==> config.mk <==
export PLATFORM = sky130hd
export DESIGN_NAME = seg_scan_ctrl
export DESIGN_NICKNAME = d
export VERILOG_FILES = /design/src/rtl/seg_scan_ctrl.sv
export SDC_FILE = /design/constraint.sdc
export NUM_CORES = 1
export LEC_CHECK = 0
export BUFFER_PORTS_ARGS = -buffer_cell sky130_fd_sc_hd__buf_2
export CORE_MARGIN = 2
export CORE_UTILIZATION = 42
export CTS_CLUSTER_SIZE = 12
export DETAILED_ROUTE_END_ITERATION = 16
export GPL_TIMING_DRIVEN = 0
export PLACE_DENSITY = 0.58
export SLEW_MARGIN = 0
export SYNTH_ARGS = -nofsm -noshare
export SYNTH_HDL_FRONTEND = slang
export SYNTH_SLANG_ARGS = --single-unit
==> constraint.sdc <==
create_clock -name clk -period 5.8 [get_ports clk]
set_clock_uncertainty 0.2 [all_clocks]
set_input_delay 1.16 -clock clk [delete_from_list [all_inputs] [get_ports clk]]
set_output_delay 1.16 -clock clk [all_outputs]
set_load 0.005 [all_outputs]
==> src/rtl/seg_scan_ctrl.sv <==
// -----------------------------------------------------------------------------
// seg_scan_ctrl
//
// Time-multiplexed scan controller for a multi-digit common-anode 7-segment
// display. Each digit slot is a blanking interval (all anodes off) followed by
// an ON interval in which only that digit's anode is driven low. The digit
// code for the slot is presented on digit_out for the whole slot.
//
// New digit frames are double-buffered: a load strobe captures digits_flat into
// a shadow buffer. The shadow is copied into the active buffer only at a frame
// boundary, so a frame is never shown half old and half new.
//
// Optional build macro:
//   LEADING_ZERO_BLANK_EN - blank leading zeros. Digit 0 is always shown.
//
// Parameters:
//   NUM_DIGITS   - number of digits / anodes (2..8)
//   ON_CYCLES    - clk cycles an anode is lit per slot (>= 1)
//   BLANK_CYCLES - clk cycles of blanking before each digit (0 = none)
//
// Ports:
//   clk         - system clock
//   reset_n     - asynchronous active-low reset
//   en          - scan enable; 0 forces the display dark and the FSM to IDLE
//   load        - one-cycle strobe capturing digits_flat
//   digits_flat - digit codes, digit i at [4i+3:4i], digit 0 rightmost
//   digit_out   - registered code for the BCD-to-cathode decoder
//   anode       - registered active-low anode enables
//   frame_done  - one-cycle pulse after the last digit's ON period
//   pending     - shadow buffer holds a frame not yet applied
//   state_dbg   - current FSM state (0 IDLE, 1 BLANK, 2 ON)
// -----------------------------------------------------------------------------
module seg_scan_ctrl #(
    parameter int NUM_DIGITS   = 8,
    parameter int ON_CYCLES    = 100000,
    parameter int BLANK_CYCLES = 2000
) (
    input  logic                    clk,
    input  logic                    reset_n,
    input  logic                    en,
    input  logic                    load,
    input  logic [4*NUM_DIGITS-1:0] digits_flat,
    output logic [3:0]              digit_out,
    output logic [NUM_DIGITS-1:0]   anode,
    output logic                    frame_done,
    output logic                    pending,
    output logic [1:0]              state_dbg
);

    localparam int CNT_MAX = (ON_CYCLES > BLANK_CYCLES) ? ON_CYCLES : BLANK_CYCLES;
    localparam int CNT_W   = $clog2((CNT_MAX > 2) ? CNT_MAX : 2);
    localparam int IDX_W   = $clog2(NUM_DIGITS);

    localparam logic [CNT_W-1:0] ON_LAST    = CNT_W'(ON_CYCLES - 1);
    // Only used when BLANK_CYCLES > 0; the BLANK state is unreachable otherwise.
    localparam logic [CNT_W-1:0] BLANK_LAST = CNT_W'(BLANK_CYCLES - 1);
    localparam logic [IDX_W-1:0] LAST_IDX   = IDX_W'(NUM_DIGITS - 1);

    typedef enum logic [1:0] {
        IDLE  = 2'd0,
        BLANK = 2'd1,
        ON    = 2'd2
    } state_t;

    state_t                  state, state_nx;
    logic [IDX_W-1:0]        idx, idx_nx;
    logic [CNT_W-1:0]        cnt, cnt_nx;
    logic [4*NUM_DIGITS-1:0] active, active_nx;
    logic [4*NUM_DIGITS-1:0] shadow, shadow_nx;
    logic                    pending_nx;
    logic [3:0]              digit_nx;
    logic [NUM_DIGITS-1:0]   anode_nx;
    logic                    frame_done_nx;
    logic                    enter_slot;
    logic                    frame_end;

    assign state_dbg = state;

    // Code shown for slot i of frame v.
    function automatic logic [3:0] slot_code(input logic [4*NUM_DIGITS-1:0] v,
                                             input logic [IDX_W-1:0]        i);
        logic [3:0] code;
`ifdef LEADING_ZERO_BLANK_EN
        logic       zero_above;
`endif
        code = v[4*i +: 4];
`ifdef LEADING_ZERO_BLANK_EN
        zero_above = 1'b1;
        for (int k = 0; k < NUM_DIGITS; k++) begin
            if (k > int'(i) && v[4*k +: 4] != 4'h0) zero_above = 1'b0;
        end
        if (i != '0 && code == 4'h0 && zero_above) code = 4'hF;
`endif
        return code;
    endfunction

    // Active-low one-hot anode pattern for slot i.
    function automatic logic [NUM_DIGITS-1:0] anode_for(input logic [IDX_W-1:0] i);
        return ~(NUM_DIGITS'(1) << i);
    endfunction

    always_comb begin
        state_nx      = state;
        idx_nx        = idx;
        cnt_nx        = cnt + 1'b1;
        active_nx     = active;
        shadow_nx     = shadow;
        pending_nx    = pending;
        digit_nx      = digit_out;
        anode_nx      = anode;
        frame_done_nx = 1'b0;
        enter_slot    = 1'b0;

        // Last cycle of the last digit's ON period.
        frame_end = en && (state == ON) && (idx == LAST_IDX) && (cnt == ON_LAST);

        // Buffering. A load in IDLE or on the boundary cycle goes straight to
        // the active frame; otherwise it waits in the shadow. A later load
        // simply overwrites the shadow.
        if (load) begin
            shadow_nx = digits_flat;
            if (state == IDLE || frame_end) begin
                active_nx  = digits_flat;
                pending_nx = 1'b0;
            end else begin
                pending_nx = 1'b1;
            end
        end else if (frame_end && pending) begin
            active_nx  = shadow;
            pending_nx = 1'b0;
        end

        if (!en) begin
            state_nx = IDLE;
            idx_nx   = '0;
            cnt_nx   = '0;
            anode_nx = '1;
            digit_nx = 4'hF;
        end else begin
            case (state)
                IDLE: begin
                    idx_nx     = '0;
                    enter_slot = 1'b1;
                end
                BLANK: begin
                    if (cnt == BLANK_LAST) begin
                        state_nx = ON;
                        cnt_nx   = '0;
                        anode_nx = anode_for(idx);
                        digit_nx = slot_code(active_nx, idx);
                    end
                end
                ON: begin
                    if (cnt == ON_LAST) begin
                        enter_slot = 1'b1;
                        if (idx == LAST_IDX) begin
                            idx_nx        = '0;
                            frame_done_nx = 1'b1;
                        end else begin
                            idx_nx = idx + 1'b1;
                        end
                    end
                end
                default: begin
                    state_nx = IDLE;
                    idx_nx   = '0;
                    cnt_nx   = '0;
                    anode_nx = '1;
                    digit_nx = 4'hF;
                end
            endcase
        end

        // Start of a new slot. digit_out reads active_nx so a frame swapped
        // in on this same edge is already visible for digit 0.
        if (enter_slot) begin
            cnt_nx   = '0;
            digit_nx = slot_code(active_nx, idx_nx);
            if (BLANK_CYCLES == 0) begin
                state_nx = ON;
                anode_nx = anode_for(idx_nx);
            end else begin
                state_nx = BLANK;
                anode_nx = '1;
            end
        end
    end

    always_ff @(posedge clk or negedge reset_n) begin
        if (!reset_n) begin
            state      <= IDLE;
            idx        <= '0;
            cnt        <= '0;
            active     <= '1;
            shadow     <= '1;
            pending    <= 1'b0;
            digit_out  <= 4'hF;
            anode      <= '1;
            frame_done <= 1'b0;
        end else begin
            state      <= state_nx;
            idx        <= idx_nx;
            cnt        <= cnt_nx;
            active     <= active_nx;
            shadow     <= shadow_nx;
            pending    <= pending_nx;
            digit_out  <= digit_nx;
            anode      <= anode_nx;
            frame_done <= frame_done_nx;
        end
    end

endmodule

==> metrics.txt <==
outcome=finished clean; Cell Int Power=1.321 mW; pwr dens=279.9 nW/um^2; Top Family by Delay on Critical Path=compound AO/OA/AOI/OAI gates; Initial Utilization=43.53%; Most Frequent Cell on Critical Path=mux2i_1; worst hold path cell count=2; initial antenna violation count=0; Max Cap Viol=0; fin util=49.84%; min Tclk post-route=4.189 ns; Netlist cell types=61; drt initial violations=199; Crit path buffers/inverters=1; net switching power of the design=454.0 uW; die area=14120 sq um; HP Start=anode[2]; H-tree levels=3; drt via density=5.476; Worst Reg-to-Reg Cells=11; max-slew violations=0; IO Port Bufs=50; nets@finish=593; Max Fanout on Critical Path=10; clock sinks=100; drt total wl=13.29 mm; DIE HEIGHT=118.8 microns; core area=12720 sq um; #FFs+latches synth=100; part of the power in combinational logic=16.0%; Cell Chain, Critical Path=ha_1 > ha_1 > and3_1 > a21oi_1 > clkbuf_1 > mux2i_1 > mux2i_1 > mux2i_1 > nor2_1 > o41ai_1 > o41ai_2; I/O pin total=52; CTS Buffer Depth=2; CP endpoint kind=flip-flop; Worst R2R Setup Slack=1.61 ns; first-pass GRT wire length=21.77 mm; Seq/Total Area, Yosys=46.90%; RSZ-0062 raised after global routing=no; hold crit path type=reg -> reg; Sw Ratio=25.58%; Syn-to-layout area delta=14.51%; crit-path max cell delay=0.77 ns; largest area contributor in the synthesized netlist=dfstp_2; power share of the clock group=35.6%; Yosys top cell area share=36.06%; # resized after CTS=0; Antenna Nets Post-Route=0; final setup violation count=0; drc violations=0; filler instances=1194; crit path kind=reg -> reg; CTS tree=done; RD Place Congestion=0.9083; WP data arrival=4.25 ns; setup TNS=0 ns; worst-skew pair later-pin latency=0.35 ns; Final Cycle Share=72.23%; vias in the first global route=3978; HPWL after DPL=9.568 mm; most common cell after layout, fill and taps aside=mux2i_1; largest net degree at the start of global routing=71; Mapped Cells=484; Synth Flop Type=dfstp_2; die width=118.8 microns; WL per Instance=18.38 microns; CTS Hold Buffers Added=0; postcts setup bufs=0; Congestion Overflow GR=0; CTS buffer count=9; highest clock rate=238.7 MHz; clk root buf=clkbuf_16; Setup crit start kind=flip-flop; Post-Syn Area=5538 sq um; Seq pwr share=48.4%; drt pass-1 iters=4; CP Data Required Time=5.86 ns; share of cells above drive strength 1=35.57%; Hold Path End=anode[2]; worst vdd ir=135.5 uV; DR vias=3959; YS warnings=0; GRT Overall Usage=19.69%; CP max-delay cell=clkbuf_1; Setup crit start=idx[0]; endpoints failing hold=0; Crit Reg-Reg Startpoint=idx[0]; syn_nets=531; EDFF count, synth=0; most frequent cells in the layout=90 x mux2i_1, 76 x dfstp_2, 52 x buf_2, 49 x nor2_1, 35 x mux2_2; Post-synth ARST share=100.0%; reg-to-reg critical path endpoint=digit_out[0]; slew of the pin with the lowest slew margin=0.9411 ns; clock-pin slew on the worst setup and hold paths=0.07 ns; Row Count=41; diode count=0; Mean Syn Cell Area=11.44 sq um; main area contributors after synthesis=dfstp_2 36%, mux2i_1 16%, dfrtp_1 11%, mux2_2 7.1%, nor2_1 3.3%; Max transition margin=37.26%; leakage=2.634 nW
Yosys cell counts, types with 5 or more instances:
cell       n
xor2_1     8
nor2_1    49
inv_1     16
nor3_1    10
mux2i_1   90
nand3_1   11
a21oi_1   19
nand2_1   22
nand4_1    8
dfstp_2   76
nor2b_1    5
dfrtp_1   24
clkbuf_1  18
xnor2_1    7
a22oi_1    5
mux2_2    35
mux4_2     5
ha_1      11
worst max path at each step:
stage	endpoint	slack, ns	cells past startpoint
floorplan	digit_out[3]	2.26	9
global placement	digit_out[0]	1.42	10
detailed placement	digit_out[0]	1.39	10
CTS	digit_out[0]	1.63	11
global route	digit_out[0]	1.38	12
finish	digit_out[0]	1.61	11
worst register-to-register path, stage by stage (launching register included):
cell and delay, ns:
dfrtp_1 0.49, ha_1 0.28, ha_1 0.23, and3_1 0.20, a21oi_1 0.45, clkbuf_1 0.77
mux2i_1 0.29, mux2i_1 0.15, mux2i_1 0.19, nor2_1 0.06, o41ai_1 0.61, o41ai_2 0.17
state kept, by name, indices dropped and copies added (netlist names):
register / cells
state_dbg: 2
idx: 3
pending: 1
anode: 8
shadow: 32
digit_out: 4
cnt: 17
active: 32
frame_done: 1
stage by stage:
stage / std cells / hold WS, ns / power [mW] / setup WS, ns / cell area, sq um
after floorplan: 484 / 0.2539 / 1.050 / 2.262 / 5538
after global placement: 706 / 0.2835 / 1.138 / 1.418 / 6003
after detailed placement: 707 / 0.2883 / 1.155 / 1.387 / 6033
after CTS: 723 / 0.2979 / 1.795 / 1.627 / 6341
after global routing: 723 / 0.3125 / 1.858 / 1.382 / 6341
final: 723 / 0.3018 / 1.775 / 1.611 / 6341
logic make-up after synthesis:
logic type,synth area share [%]
multiplexers,26.28
buffers and inverters,3.886
AO/OA/AOI/OAI,6.710
adder cells (fa/ha/maj),2.485
XOR/XNOR,2.372
AND/OR/NAND/NOR,11.36
flip-flops,46.90
per-layer routing:
metal  wire, microns  up-vias  part of all wire (%)  track usage, %
met3             713       13                   5.4           3.736
li1                -     1862                     -               -
met5               0        -                     0               0
met1            6300     1984                    47           28.60
met2            6078      100                    46           29.53
met4             200        0                   1.5           6.622
final cells by class:
type / instances / area [sq um] / area share [%]
multi-input combinational: 339 / 2725 / 42.98
sequential: 100 / 2597 / 40.96
timing repair buffer: 51 / 280.3 / 4.420
clock buffer: 10 / 229.0 / 3.611
tap: 172 / 215.2 / 3.394
buffer: 27 / 147.6 / 2.328
clock inverter: 6 / 78.83 / 1.243
inverter: 18 / 67.56 / 1.066
power groups by stage:
stage | clock network [mW] | registers, mW | logic, mW
global route | 0.677 | 0.869 | 0.312
detailed placement | 0 | 0.871 | 0.284
floorplan | 0 | 0.858 | 0.192
finish | 0.632 | 0.860 | 0.283
global placement | 0 | 0.864 | 0.274
CTS | 0.649 | 0.860 | 0.286
No activity file was read; power rests on OpenSTA's default activity.
